[config.mk]
export PLATFORM = sky130hd
export DESIGN_NAME = player_controller
export DESIGN_NICKNAME = d
export VERILOG_FILES = /design/src/rtl/player_controller.sv
export SDC_FILE = /design/constraint.sdc
export NUM_CORES = 1
export LEC_CHECK = 0
export ABC_CLOCK_PERIOD_IN_PS = 2800
export CORE_MARGIN = 10
export CORE_UTILIZATION = 46
export CTS_BUF_LIST = sky130_fd_sc_hd__clkbuf_4 sky130_fd_sc_hd__clkbuf_8 sky130_fd_sc_hd__clkbuf_16
export DETAILED_ROUTE_END_ITERATION = 12
export PLACE_DENSITY_LB_ADDON = 0.08
export REMOVE_ABC_BUFFERS = 1
export SLEW_MARGIN = 0
export SYNTH_ARGS = -nofsm -noshare
export SYNTH_HDL_FRONTEND = slang
export SYNTH_SLANG_ARGS = --single-unit
export TNS_END_PERCENT = 20
[constraint.sdc]
create_clock -name clk -period 2.8 [get_ports clk]
set_input_delay 0.28 -clock clk [delete_from_list [all_inputs] [get_ports clk]]
set_output_delay 0.28 -clock clk [all_outputs]
set_load 0.01 [all_outputs]
[src/rtl/player_controller.sv]
// player_controller: turns debounced pad inputs into a registered player position, facing,
// sword hitbox and health; movement, attack and invulnerability timers advance on the frame tick.
module player_controller #(
  parameter int X_BITS       = 4,
  parameter int Y_BITS       = 4,
  parameter int X_MAX        = 15,
  parameter int Y_MAX        = 11,
  parameter int START_X      = 0,
  parameter int START_Y      = 0,
  parameter int MOVE_TICKS   = 4,
  parameter int ATTACK_TICKS = 8,
  parameter int HEALTH_BITS  = 2,
  parameter int MAX_HEALTH   = 3,
  parameter int INVULN_TICKS = 16
) (
  input  logic                   clk,
  input  logic                   reset,
  input  logic                   tick,
  input  logic                   up,
  input  logic                   down,
  input  logic                   left,
  input  logic                   right,
  input  logic                   A,
  input  logic                   B,
  input  logic                   start,
  input  logic                   hit,
  output logic [X_BITS-1:0]      player_x,
  output logic [Y_BITS-1:0]      player_y,
  output logic [1:0]             player_dir,
  output logic [X_BITS-1:0]      sword_x,
  output logic [Y_BITS-1:0]      sword_y,
  output logic                   sword_valid,
  output logic [HEALTH_BITS-1:0] player_health,
  output logic                   invuln,
  output logic                   dead
);

  typedef enum logic [1:0] {IDLE, MOVE, ATTACK, DEAD} state_t;

  localparam int CNT_MAX = (MOVE_TICKS > ATTACK_TICKS) ? MOVE_TICKS : ATTACK_TICKS;
  localparam int CNT_W   = $clog2(CNT_MAX + 1);
  localparam int INV_W   = $clog2(INVULN_TICKS + 1);

  localparam logic [X_BITS-1:0]      X_MAX_C   = X_BITS'(X_MAX);
  localparam logic [Y_BITS-1:0]      Y_MAX_C   = Y_BITS'(Y_MAX);
  localparam logic [X_BITS-1:0]      START_X_C = X_BITS'(START_X);
  localparam logic [Y_BITS-1:0]      START_Y_C = Y_BITS'(START_Y);
  localparam logic [HEALTH_BITS-1:0] HEALTH_C  = HEALTH_BITS'(MAX_HEALTH);
  localparam logic [CNT_W-1:0]       MOVE_LOAD = CNT_W'(MOVE_TICKS - 1);
  localparam logic [CNT_W-1:0]       ATK_LOAD  = CNT_W'(ATTACK_TICKS - 1);
  localparam logic [INV_W-1:0]       INV_LOAD  = INV_W'(INVULN_TICKS);

  typedef struct packed {
    logic              ok;
    logic [X_BITS-1:0] x;
    logic [Y_BITS-1:0] y;
  } cell_t;

  // Adjacent cell in direction d; when off-grid, ok=0 and the cell is the origin itself.
  function automatic cell_t neighbour(input logic [1:0] d, input logic [X_BITS-1:0] cx,
                                      input logic [Y_BITS-1:0] cy);
    cell_t c;
    c.ok = 1'b0;
    c.x  = cx;
    c.y  = cy;
    case (d)
      2'b00: if (cy != '0) begin c.ok = 1'b1; c.y = cy - Y_BITS'(1); end
      2'b01: if (cy < Y_MAX_C) begin c.ok = 1'b1; c.y = cy + Y_BITS'(1); end
      2'b10: if (cx != '0) begin c.ok = 1'b1; c.x = cx - X_BITS'(1); end
      default: if (cx < X_MAX_C) begin c.ok = 1'b1; c.x = cx + X_BITS'(1); end
    endcase
    return c;
  endfunction

  state_t                 state_q;
  logic [X_BITS-1:0]      x_q, sword_x_q;
  logic [Y_BITS-1:0]      y_q, sword_y_q;
  logic [1:0]             dir_q;
  logic                   sword_valid_q;
  logic [HEALTH_BITS-1:0] health_q;
  logic [INV_W-1:0]       inv_cnt_q;
  logic                   invuln_q;
  logic                   dead_q;
  logic [CNT_W-1:0]       cnt_q;
  logic                   pend_q;
  logic                   ab_q;

  logic       ab_d, rise, dir_vld, hit_ok, dying;
  logic [1:0] dir_new;
  cell_t      mv, sw;

  always_comb begin
    dir_new = 2'b00;
    if (down)       dir_new = 2'b01;
    else if (left)  dir_new = 2'b10;
    else if (right) dir_new = 2'b11;
  end

  assign dir_vld = $onehot({up, down, left, right});
  assign ab_d    = A | B;
  assign rise    = ab_d & ~ab_q;
  assign mv      = neighbour(dir_new, x_q, y_q);
  assign sw      = neighbour(dir_q, x_q, y_q);
  assign hit_ok  = hit & ~invuln_q & (state_q != DEAD);
  assign dying   = hit_ok & (health_q == HEALTH_BITS'(1));

  always_ff @(posedge clk or negedge reset) begin
    if (!reset) begin
      state_q       <= IDLE;
      x_q           <= START_X_C;
      y_q           <= START_Y_C;
      dir_q         <= 2'b00;
      sword_x_q     <= START_X_C;
      sword_y_q     <= START_Y_C;
      sword_valid_q <= 1'b0;
      health_q      <= HEALTH_C;
      inv_cnt_q     <= '0;
      invuln_q      <= 1'b0;
      dead_q        <= 1'b0;
      cnt_q         <= '0;
      pend_q        <= 1'b0;
      ab_q          <= 1'b0;
    end else begin
      ab_q <= ab_d;
      if (state_q == DEAD) begin
        if (start) begin
          state_q       <= IDLE;
          x_q           <= START_X_C;
          y_q           <= START_Y_C;
          dir_q         <= 2'b00;
          sword_x_q     <= START_X_C;
          sword_y_q     <= START_Y_C;
          sword_valid_q <= 1'b0;
          health_q      <= HEALTH_C;
          inv_cnt_q     <= '0;
          invuln_q      <= 1'b0;
          dead_q        <= 1'b0;
          cnt_q         <= '0;
          pend_q        <= 1'b0;
        end
      end else if (dying) begin
        // Fatal damage wins over anything the tick would otherwise start this cycle.
        state_q       <= DEAD;
        health_q      <= '0;
        sword_valid_q <= 1'b0;
        inv_cnt_q     <= '0;
        invuln_q      <= 1'b0;
        dead_q        <= 1'b1;
        cnt_q         <= '0;
        pend_q        <= 1'b0;
      end else begin
        if (hit_ok) begin
          health_q  <= health_q - HEALTH_BITS'(1);
          inv_cnt_q <= INV_LOAD;
          invuln_q  <= 1'b1;
        end else if (tick && (inv_cnt_q != '0)) begin
          inv_cnt_q <= inv_cnt_q - INV_W'(1);
          invuln_q  <= (inv_cnt_q != INV_W'(1));
        end
        pend_q <= pend_q | rise;
        if (tick) begin
          case (state_q)
            IDLE: begin
              if (pend_q) begin
                state_q       <= ATTACK;
                cnt_q         <= ATK_LOAD;
                pend_q        <= rise;
                sword_valid_q <= sw.ok;
                sword_x_q     <= sw.x;
                sword_y_q     <= sw.y;
              end else if (dir_vld) begin
                dir_q <= dir_new;
                if (mv.ok) begin
                  x_q <= mv.x;
                  y_q <= mv.y;
                  if (MOVE_TICKS > 1) begin
                    state_q <= MOVE;
                    cnt_q   <= MOVE_LOAD;
                  end
                end
              end
            end
            MOVE: begin
              cnt_q <= cnt_q - CNT_W'(1);
              if (cnt_q <= CNT_W'(1)) state_q <= IDLE;
            end
            ATTACK: begin
              if (cnt_q <= CNT_W'(1)) begin
                state_q       <= IDLE;
                cnt_q         <= '0;
                sword_valid_q <= 1'b0;
              end else begin
                cnt_q <= cnt_q - CNT_W'(1);
              end
            end
            default: ;
          endcase
        end
      end
    end
  end

  assign player_x      = x_q;
  assign player_y      = y_q;
  assign player_dir    = dir_q;
  assign sword_x       = sword_x_q;
  assign sword_y       = sword_y_q;
  assign sword_valid   = sword_valid_q;
  assign player_health = health_q;
  assign invuln        = invuln_q;
  assign dead          = dead_q;

endmodule

==> out/metrics.yaml <==
global_route:
  grt_max_degree: 37
  grtUsageMet1: 0.188
  antenna_found_initial: 0
  grt_util_met3: 0.0420
  grt.busiest_layer: "met2"
  use_met2: 0.246
  grt_pass1_wl_um: 12300
  grt_use_total: 0.151
  grt_pass1_vias: 2499
  grt_overflow: 0
synth:
  synth_xor_area_frac: 0.0192
  syn_area_mm2: 0.00274
  syn_avg_cell_area_um2: 8.47
  synthSimpleGateAreaFrac: 0.193
  synthFlopType: "dfrtp_1"
  ys_seq_area_frac: 0.330
  syn_inst: 323
  synth_edf_count: 0
  synthAdderAreaFrac: 0.0897
  muxShareOfSynthArea: 0.0549
  synth.top_cell.area_share: 0.311
  synth_top_family_by_area: "compound AO/OA/AOI/OAI gates"
  yosys-top-cells-area: "dfrtp_1 31%, ha_1 8.2%, o21ai_0 4.8%, nand2_1 4.4%, inv_1 3.8%"
  synthArstFlopShare: 1.00
  ys_types: 66
  yosys.area.top_type: "dfrtp_1"
  synth_compound_area_frac: 0.251
  yosys_register_bits: 36
  ys_warn_count: 0
critical_path:
  critical_path_class: "in -> reg"
  path_cells: "buf_2 -> inv_2 -> fa_1 -> inv_1 -> ha_2 -> ha_4 -> or4b_4 -> or4_4 -> a21oi_4 -> o21ai_4 -> a22o_1"
  path_buf_inv: 3
  end_kind: "flip-flop"
  reg2reg_setup_slack_ns: 0.38
  worstSetupPathDepth: 11
  rr_worst_depth: 7
  critPathTopFamily: "simple AND/OR/NAND/NOR gates"
  arrival_ns: 2.90
  timing.rr.start: "player_y[0]$_DFFE_PN0P_"
  critPathSlowestCell: "or4b_4"
  critPathCapture: "player_x[1]$_DFFE_PN0P_"
  crit_start: "down"
  r2r_end: "cnt_q[2]$_DFFE_PN0P_"
  cp.required_ns: 2.99
  critPathLaunchType: "input port"
  critical-path-max-stage-delay_ns: 0.52
  cp_max_fo: 4
clock_network:
  hold_buffers: 0
  cts.sinks: 36
  path_clk_slew_ns: 0.09
  cts_root_buf: "clkbuf_8"
  cts_buffers: 5
  clk_latency_ns: 0.30
  clk_path_buf_depth: 2
  postCtsSetupBuffers: 0
  htreeDepth: 2
  cts_tree: "built"
finish:
  fin_area_mm2: 0.00337
  diodes: 0
  fin_cells: 441
  fill_cells: 534
  syn2layout_area_growth_pct: 23.1
  final_nets: 395
  drive_gt1_frac: 0.148
power:
  ir_drop_uv: 522
  power_leakage_nw: 1.48
  clkPwrFrac: 0.148
  p_sw_frac: 0.433
  p_per_area_mw_per_mm2: 1050
  p_seq_frac: 0.276
  comb_power_share: 0.576
  p_int_w: 0.00201
  switching_power_w: 0.00154
detailed_routing:
  viasPerCell: 5.75
  drc: 0
  drt_iter0_drc: 135
  drt_wl_total_um: 7210
  ant_nets: 0
  wire_per_inst_um: 16.3
  vias: 2534
  dr.pass1.iters: 4
placed_design:
  dp_cells: 433
  place_congestion: 0.851
  hpwl_um: 5370
  io_buffers: 33
  placed_cell_area_mm2: 0.00323
sta:
  post-route-period-util: 0.968
  finClkSkew_ns: 0.0140
  fin_setup_tns_ns: 0
  worst_pin_slew_ns: 0.862
  fmax_ghz: 0.369
  setup_viol: 0
  min_period_ns: 2.71
  hold_violations: 0
  slew_violations: 0
  rsz0062_at_grt: "false"
  hold_slack_ns: 0.0889
  maxSlewHeadroom: 0.426
floorplanning:
  die_w_um: 97.1
  dieHeight_um: 97.1
  io_pins: 34
  initial_utilization: 0.467
  fp-row-count: 28
  die-area_mm2: 0.00943
  core_area_mm2: 0.00585
run:
  cap_violations: 0
min_path:
  hold_class: "in -> async"
outcome:
  outcome: "finished clean"
power by group through the flow:
| stage | Sequential, W | Combinational, W | Clock (W) |
|---|---|---|---|
| floorplan | 0.00101 | 0.00129 | 0 |
| global placement | 0.000983 | 0.00201 | 0 |
| detailed placement | 0.000986 | 0.00204 | 0 |
| CTS | 0.000978 | 0.00205 | 0.000536 |
| global route | 0.00102 | 0.00230 | 0.000553 |
| finish | 0.000980 | 0.00204 | 0.000525 |
metrics by stage:
stage	worst slack, ns	total power, W	utilization
after global routing	0.0157	0.00387	0.575
after CTS	0.0324	0.00356	0.574
after floorplan	-0.197	0.00229	-
final	0.0900	0.00355	0.575
after global placement	-0.715	0.00299	0.551
after detailed placement	-0.749	0.00302	0.551
placed cells by master, fill, tap and decap left out, types with 3 or more instances in the layout:
cell             count
nand4_1              3
a31oi_1              3
a21oi_1             19
ha_1                16
clkbuf_8             7
inv_1               25
nor2_1              20
o2bb2ai_1            3
o211ai_1             5
nand3_1             16
o22ai_1              4
nand2b_1             4
xnor2_1              4
mux2i_1              6
nand2_1             32
a22o_1               4
o21ai_0             26
mux2_2               6
or3_1                3
a22oi_1              3
inv_2                3
nor3_1              12
dfrtp_1             34
a21o_1               3
buf_4               18
clkdlybuf4s50_1     29
cell families after synthesis:
logic type	after synthesis
AND/OR/NAND/NOR	105
XOR/XNOR	6
multiplexers	13
AO/OA/AOI/OAI	100
buffers and inverters	44
flip-flops	36
adder cells (fa/ha/maj)	19
state kept, by name, summed over array words and instances, names as in the netlist:
register	count
state_q	2
pend_q	1
sword_y	4
dead	1
invuln	1
player_x	4
sword_valid	1
player_dir	2
player_y	4
ab_q	1
player_health	2
cnt_q	4
sword_x	4
inv_cnt_q	5
worst min-delay path by stage:
stage / slack (ns) / cells past startpoint / endpoint / from
after global routing: 0.15 / 1 / inv_cnt_q[0]$_DFFE_PN0P_ / reset
after CTS: 0.12 / 1 / sword_x[1]$_DFFE_PN0P_ / reset
after floorplan: -0.02 / 0 / ab_q$_DFF_PN0_ / reset
after detailed placement: 0.44 / 1 / sword_x[3]$_DFFE_PN0P_ / reset
final: 0.09 / 1 / sword_x[1]$_DFFE_PN0P_ / reset
after global placement: 0.43 / 1 / pend_q$_DFFE_PN0N_ / ab_q$_DFF_PN0_
cell type report:
cell class	instances	area, um^2	share of cell area
multi-input cells	243	1690	0.501
flip-flops and latches	36	903	0.268
clock inverters	1	30.0	0.00892
clock buffers	7	96.3	0.0286
well taps	75	93.8	0.0279
repair buffers	51	452	0.134
inverters	28	105	0.0312
metal layers:
| layer | wire [um] | up-vias |
|---|---|---|
| li1 | - | 1258 |
| met1 | 3310 | 1207 |
| met5 | 0 | - |
| met4 | 104 | 0 |
| met3 | 387 | 11 |
| met2 | 3400 | 58 |
synthesized netlist by cell type (2+ instances only):
library cell,n
mux2i_1,6
o2bb2ai_1,3
xor2_1,2
o22ai_1,4
a22oi_1,3
nand3_1,16
or3_1,3
clkbuf_1,12
o21bai_1,2
nor2_1,20
a31oi_1,3
nand2_1,32
buf_2,3
inv_1,28
o31ai_1,2
xnor2_1,4
o31a_1,2
nor3b_1,2
o211ai_1,5
a22o_1,4
nand4_1,3
nor2b_1,2
a311oi_1,2
o21ai_0,26
ha_1,18
mux2_2,6
a21oi_1,19
a211oi_1,2
dfstp_2,2
dfrtp_1,34
a21o_1,3
nor3_1,12
nand2b_1,4
o221ai_1,2
repair_timing:
action                                  in CTS  in global routing
gates resized for setup                     15                  3
pin swaps                                    8                  5
endpoints found under the setup margin      12                  4
(Power assumes the default switching activity.)
